**config.mk**
```make
export PLATFORM = sky130hd
export DESIGN_NAME = uart_rx_fifo
export DESIGN_NICKNAME = d
export VERILOG_FILES = /design/src/rtl/uart_rx_fifo.sv
export SDC_FILE = /design/constraint.sdc
export NUM_CORES = 1
export LEC_CHECK = 0
export BUFFER_PORTS_ARGS = -buffer_cell sky130_fd_sc_hd__buf_2
export CAP_MARGIN = 5
export CORE_ASPECT_RATIO = 1.5
export CORE_MARGIN = 2
export CORE_UTILIZATION = 53
export DETAILED_ROUTE_END_ITERATION = 10
export GPL_ROUTABILITY_DRIVEN = 0
export GPL_TIMING_DRIVEN = 0
export HOLD_SLACK_MARGIN = 0.1
export PLACE_DENSITY_LB_ADDON = 0.15
export SYNTH_ARGS = -nofsm -noshare
export SYNTH_HDL_FRONTEND = slang
export SYNTH_SLANG_ARGS = --single-unit
```
**constraint.sdc**
```tcl
create_clock -name sysclk -period 4 [get_ports sysclk]
set_clock_uncertainty 0.2 [all_clocks]
set_input_delay 0.8 -clock sysclk [delete_from_list [all_inputs] [get_ports sysclk]]
set_output_delay 0.8 -clock sysclk [all_outputs]
set_load 0.02 [all_outputs]
```
**src/rtl/uart_rx_fifo.sv**
```systemverilog
// uart_rx_fifo: oversampled UART receiver with parity/error detection and a first-word-fall-through receive FIFO
module uart_rx_fifo #(
  parameter int CLK_HZ = 50000000,
  parameter int BAUD = 9600,
  parameter int OVERSAMPLE = 16,
  parameter int DATA_BITS = 8,
  parameter int PARITY = 0,
  parameter int FIFO_DEPTH = 16
) (
  input  logic                          sysclk,
  input  logic                          reset,
  input  logic                          rx,
  input  logic                          rd_en,
  input  logic                          err_clr,
  output logic [DATA_BITS-1:0]          rd_data,
  output logic                          empty,
  output logic                          full,
  output logic [$clog2(FIFO_DEPTH):0]   count,
  output logic                          busy,
  output logic                          frame_err,
  output logic                          parity_err,
  output logic                          overflow
);
  localparam int DIV = (CLK_HZ + BAUD * OVERSAMPLE / 2) / (BAUD * OVERSAMPLE);
  localparam int DW = $clog2(DIV + 1);
  localparam int TW = $clog2(OVERSAMPLE);
  localparam int BW = $clog2(DATA_BITS);
  localparam int AW = $clog2(FIFO_DEPTH);
  typedef enum logic [2:0] {IDLE, START, DATA, PAR, STOP} state_t;
  state_t state, state_n;
  logic rx_m, rx_s, armed, tick, start_det, half_pt, full_pt;
  logic done, stop_ok, par_fault, par_exp, good, push, pop;
  logic [DW-1:0] div_cnt;
  logic [TW-1:0] tick_cnt;
  logic [BW-1:0] bit_cnt;
  logic [DATA_BITS-1:0] shift;
  logic [DATA_BITS-1:0] mem [FIFO_DEPTH];
  logic [AW-1:0] wr_ptr, rd_ptr;
  assign tick = div_cnt == DW'(DIV - 1);
  assign start_det = state == IDLE && armed && !rx_s;
  assign half_pt = tick && tick_cnt == TW'(OVERSAMPLE / 2 - 1);
  assign full_pt = tick && tick_cnt == TW'(OVERSAMPLE - 1);
  assign par_exp = PARITY == 1 ? ~^shift : ^shift;
  assign busy = state != IDLE;
  assign good = done && stop_ok && !par_fault;
  assign push = good && (!full || rd_en);
  assign pop = rd_en && !empty;
  assign empty = count == '0;
  assign full = count == (AW + 1)'(FIFO_DEPTH);
  assign rd_data = empty ? '0 : mem[rd_ptr];
  // Two-flop synchroniser for the asynchronous line, idling high
  always_ff @(posedge sysclk) {rx_s, rx_m} <= reset ? 2'b11 : {rx_m, rx};
  // State register
  always_ff @(posedge sysclk) state <= reset ? IDLE : state_n;
  // Next state: half-bit check of the start bit, then one sample per bit at mid-bit
  always_comb begin
    state_n = state;
    case (state)
      IDLE:    state_n = start_det ? START : IDLE;
      START:   state_n = half_pt ? (rx_s ? IDLE : DATA) : START;
      DATA:    state_n = full_pt && bit_cnt == BW'(DATA_BITS - 1) ? (PARITY != 0 ? PAR : STOP) : DATA;
      PAR:     state_n = full_pt ? STOP : PAR;
      STOP:    state_n = full_pt ? IDLE : STOP;
      default: state_n = IDLE;
    endcase
  end
  // Bit timing aligned to the start edge, data shift-in and frame-completion bookkeeping
  always_ff @(posedge sysclk) begin
    if (reset) begin
      div_cnt <= '0;
      tick_cnt <= '0;
      bit_cnt <= '0;
      shift <= '0;
      armed <= 1'b0;
      par_fault <= 1'b0;
      done <= 1'b0;
      stop_ok <= 1'b0;
    end else begin
      div_cnt <= start_det || tick ? '0 : div_cnt + DW'(1);
      tick_cnt <= state == IDLE || state_n != state || full_pt ? '0 : tick ? tick_cnt + TW'(1) : tick_cnt;
      bit_cnt <= state == START ? '0 : state == DATA && full_pt ? bit_cnt + BW'(1) : bit_cnt;
      if (state == DATA && full_pt) shift <= {rx_s, shift[DATA_BITS-1:1]};
      armed <= start_det ? 1'b0 : state == IDLE ? armed | rx_s : armed;
      par_fault <= state == START ? 1'b0 : state == PAR && full_pt ? rx_s != par_exp : par_fault;
      done <= state == STOP && full_pt;
      if (state == STOP && full_pt) stop_ok <= rx_s;
    end
  end
  // Sticky error flags; a fresh error beats a simultaneous clear
  always_ff @(posedge sysclk) begin
    if (reset) begin
      frame_err <= 1'b0;
      parity_err <= 1'b0;
      overflow <= 1'b0;
    end else begin
      frame_err <= (done && !stop_ok) || (frame_err && !err_clr);
      parity_err <= (done && par_fault) || (parity_err && !err_clr);
      overflow <= (good && full && !rd_en) || (overflow && !err_clr);
    end
  end
  // FIFO pointers and occupancy
  always_ff @(posedge sysclk) begin
    if (reset) begin
      wr_ptr <= '0;
      rd_ptr <= '0;
      count <= '0;
    end else begin
      wr_ptr <= push ? wr_ptr + AW'(1) : wr_ptr;
      rd_ptr <= pop ? rd_ptr + AW'(1) : rd_ptr;
      count <= count + (AW + 1)'(push) - (AW + 1)'(pop);
    end
  end
  // FIFO storage, written only on a push
  always_ff @(posedge sysclk) if (push) mem[wr_ptr] <= shift;
endmodule
```
==> metrics.yaml <==
outcome:
  outcome: "completed"
synthesis:
  netlist_area_mm2: 0.00737
  synth_fp_nets: 501
  synthMuxAreaShare_pct: 11.8
  netlist.area_leader.share_pct: 52.2
  synthAdderAreaFrac_pct: 2.99
  yosysTopAreaCell: "edfxtp_1"
  synth_cell_type_count: 43
  ys_ff_latch: 181
  avgSynthCellArea_um2: 15.4
  synth_top_family_by_area: "multiplexers"
  ys_async_sr_fraction_pct: 0
  ys_top_cells_by_area: "edfxtp_1 52%, dfxtp_1 14%, mux4_2 9.8%"
  synth-edff-count: 128
  yosysWarnings: 0
  synthFlopType: "edfxtp_1"
  synth-seq-area-share_pct: 66.6
  netlist_instances: 479
  synth_xor_area_share_pct: 3.52
  synth_compound_area_share_pct: 4.11
  yosys.area_share.simple_pct: 8.88
global_routing:
  grt_pass1_vias: 4020
  grt_max_degree: 20
  grt_usage_pct: 20.3
  overflow: 0
  antenna_found_initial: 0
  grt_pass1_wl_um: 22100
routing:
  routed_wl_um: 14200
  vias: 3976
  drc: 0
  via_per_inst: 5.70
  dr.pass1.iters: 4
  wl_per_cell_um: 20.4
  antenna_left: 0
  drt-initial-drc-count: 202
job:
  maxCapViolations: 0
worst_setup_path:
  critPathBufInv: 2
  start_kind: "flip-flop"
  slowest_delay_ns: 0.52
  crit_family: "buffers and inverters"
  cpMaxStageDelayCell: "buf_1"
  required_ns: 3.00
  path_class: "flip-flop to primary output"
  reg2reg_slack_ns: 0.58
  r2r-end: "count[4]$_SDFF_PP0_"
  worstPathCellList: "buf_1, mux4_2, a22oi_1, a21oi_1, buf_2"
  worstSetupEndpointType: "primary output"
  rr_worst_depth: 14
  timing.rr.start: "count[3]$_SDFF_PP0_"
  crit_fanout: 10
  critPathArrivalTime_ns: 2.47
sta:
  hold_viol_final: 0
  finalSetupViolCount: 0
  rsz0062_at_grt: "no"
  slew-limit-headroom_pct: 35.0
  final.setup.tns_ns: 0
  slew_violations: 0
  fin_crit_ns: 3.47
  worst_slew_pin_slew_ns: 0.967
  fin_crit_sh_pct: 86.7
  timing.fmax_mhz: 288
clocking:
  numClockSinks: 181
  cts.clk_slew.worst_paths_ns: 0.06
  cts_root_buf: "clkbuf_16"
  cts_made_buffers: 17
  cts_tree: "done"
  cts_htree_levels: 4
  post-cts-setup-buffers: 0
  insertion_delay_ns: 0.42
  cts_resized: 0
  cts_hold_buf: 0
  clockBufferDepth: 2
power:
  p_leak_nw: 2.94
  power.internal_mw: 3.39
  total_power_mw: 4.65
  p_switching_mw: 1.26
  clkPwrFrac_pct: 34.8
  ir_worst_vdd_v: 0.000364
  switching_share_pct: 27.2
  pwr-share-comb_pct: 20.6
  p_per_area_mw_per_mm2: 560
  pwr-share-seq_pct: 44.7
floorplanning:
  die_area_mm2: 0.0149
  die_y_um: 148
  ios: 24
  fp-row-count: 52
  initial_core_util_pct: 54.4
  coreArea_mm2: 0.0135
  fp.dieW_um: 100
placement:
  dpl.hpwl_um: 9740
  port_buffers: 22
  place_area_mm2: 0.00772
hold_path:
  hp-start: "rx_m$_SDFF_PP1_"
  min_path_type: "flip-flop to flip-flop"
  hold_depth: 1
  holdPathEnd: "rx_s$_SDFF_PP1_"
layout:
  antenna_cells: 0
  syn_to_final_growth_pct: 12.7
  utilization_pct: 61.3
  finalInstanceArea_mm2: 0.00830
  drive_above_1_share_pct: 20.0
  nets: 544
  final_common_cell: "edfxtp_1"
  mostFrequentLayoutCells: "128 x edfxtp_1, 60 x nor2_1, 53 x dfxtp_1"
## power by group through the flow
stage	Sequential [mW]	Combinational, mW	Clock (mW)
after floorplan	2.13	0.692	0
after global placement	2.12	0.969	0
after global routing	2.08	1.04	1.71
after CTS	2.08	0.981	1.64
after detailed placement	2.12	0.974	0
final	2.08	0.957	1.62
## synth_stat cells (all sizes together) (4+ instances only)
cell type	n
and2	11
or2	4
ha	16
nor2b	8
nor4	5
clkbuf	9
inv	17
buf	12
xnor2	13
dfxtp	53
mux2i	15
nand3	6
nor2	60
nand2	11
mux4	32
a21oi	15
a22oi	18
nand4	6
xor2	14
edfxtp	128
## worst max-delay path by stage
| stage | startpoint | end | slack, ns | cells after the start |
|---|---|---|---|---|
| floorplan | count[2]$_SDFF_PP0_ | count[4]$_SDFF_PP0_ | 0.84 | 14 |
| global placement | rd_en | mem[1][6]$_DFFE_PP_ | 0.40 | 5 |
| detailed placement | rd_en | count[4]$_SDFF_PP0_ | 0.50 | 13 |
| CTS | flip-flop | rd_data[2] | 0.49 | 6 |
| global route | count[2]$_SDFF_PP0_ | count[4]$_SDFF_PP0_ | 0.30 | 14 |
| finish | flip-flop | rd_data[2] | 0.53 | 5 |
## registers in the layout (all words and copies together), names as in the netlist, 3 cells and up, named ones only
name,cells
div_cnt,9
count,5
mem,128
tick_cnt,4
wr_ptr,4
shift,8
state,3
rd_ptr,4
bit_cnt,3
## cell families after synthesis
logic type	count (synthesis)
AO/OA/AOI/OAI	43
XOR/XNOR	28
adder cells (fa/ha/maj)	17
buffers and inverters	38
flip-flops	181
multiplexers	47
AND/OR/NAND/NOR	125
## per-layer routing
layer	track usage [%]	vias up	routed length, um
met3	3.99	16	529
met2	37.4	102	7850
li1	-	1876	-
met1	23.3	1982	5580
met5	0	-	0
met4	7.12	0	256
## worst reg2reg max path, delay by kind of cell, from the launching register on
kind,cells,cell delay [ns]
simple gates,4,0.45
compound gates,2,0.60
flops,1,0.37
buf+inv,3,0.40
xor+xnor,1,0.13
fa+ha+maj,4,1.16
## layout make-up
type / count / area [um^2]
Buffer: 21 / 92.6
Clock buffer: 21 / 482
Clock inverter: 11 / 98.8
Fill cell: 1041 / 5230
Inverter: 17 / 63.8
Multi-Input combinational cell: 260 / 2330
Sequential cell: 181 / 4900
Tap cell: 162 / 203
Timing Repair Buffer: 24 / 125
## stage by stage
stage                     cells  hold WS, ns  worst slack (ns)
after CTS                   697        0.214             0.492
after global placement      663        0.200             0.395
final                       697        0.213             0.534
after floorplan             479        0.189             0.839
after detailed placement    665        0.198             0.504
after global routing        697        0.225             0.305
No activity file was read; power rests on OpenSTA's default activity.
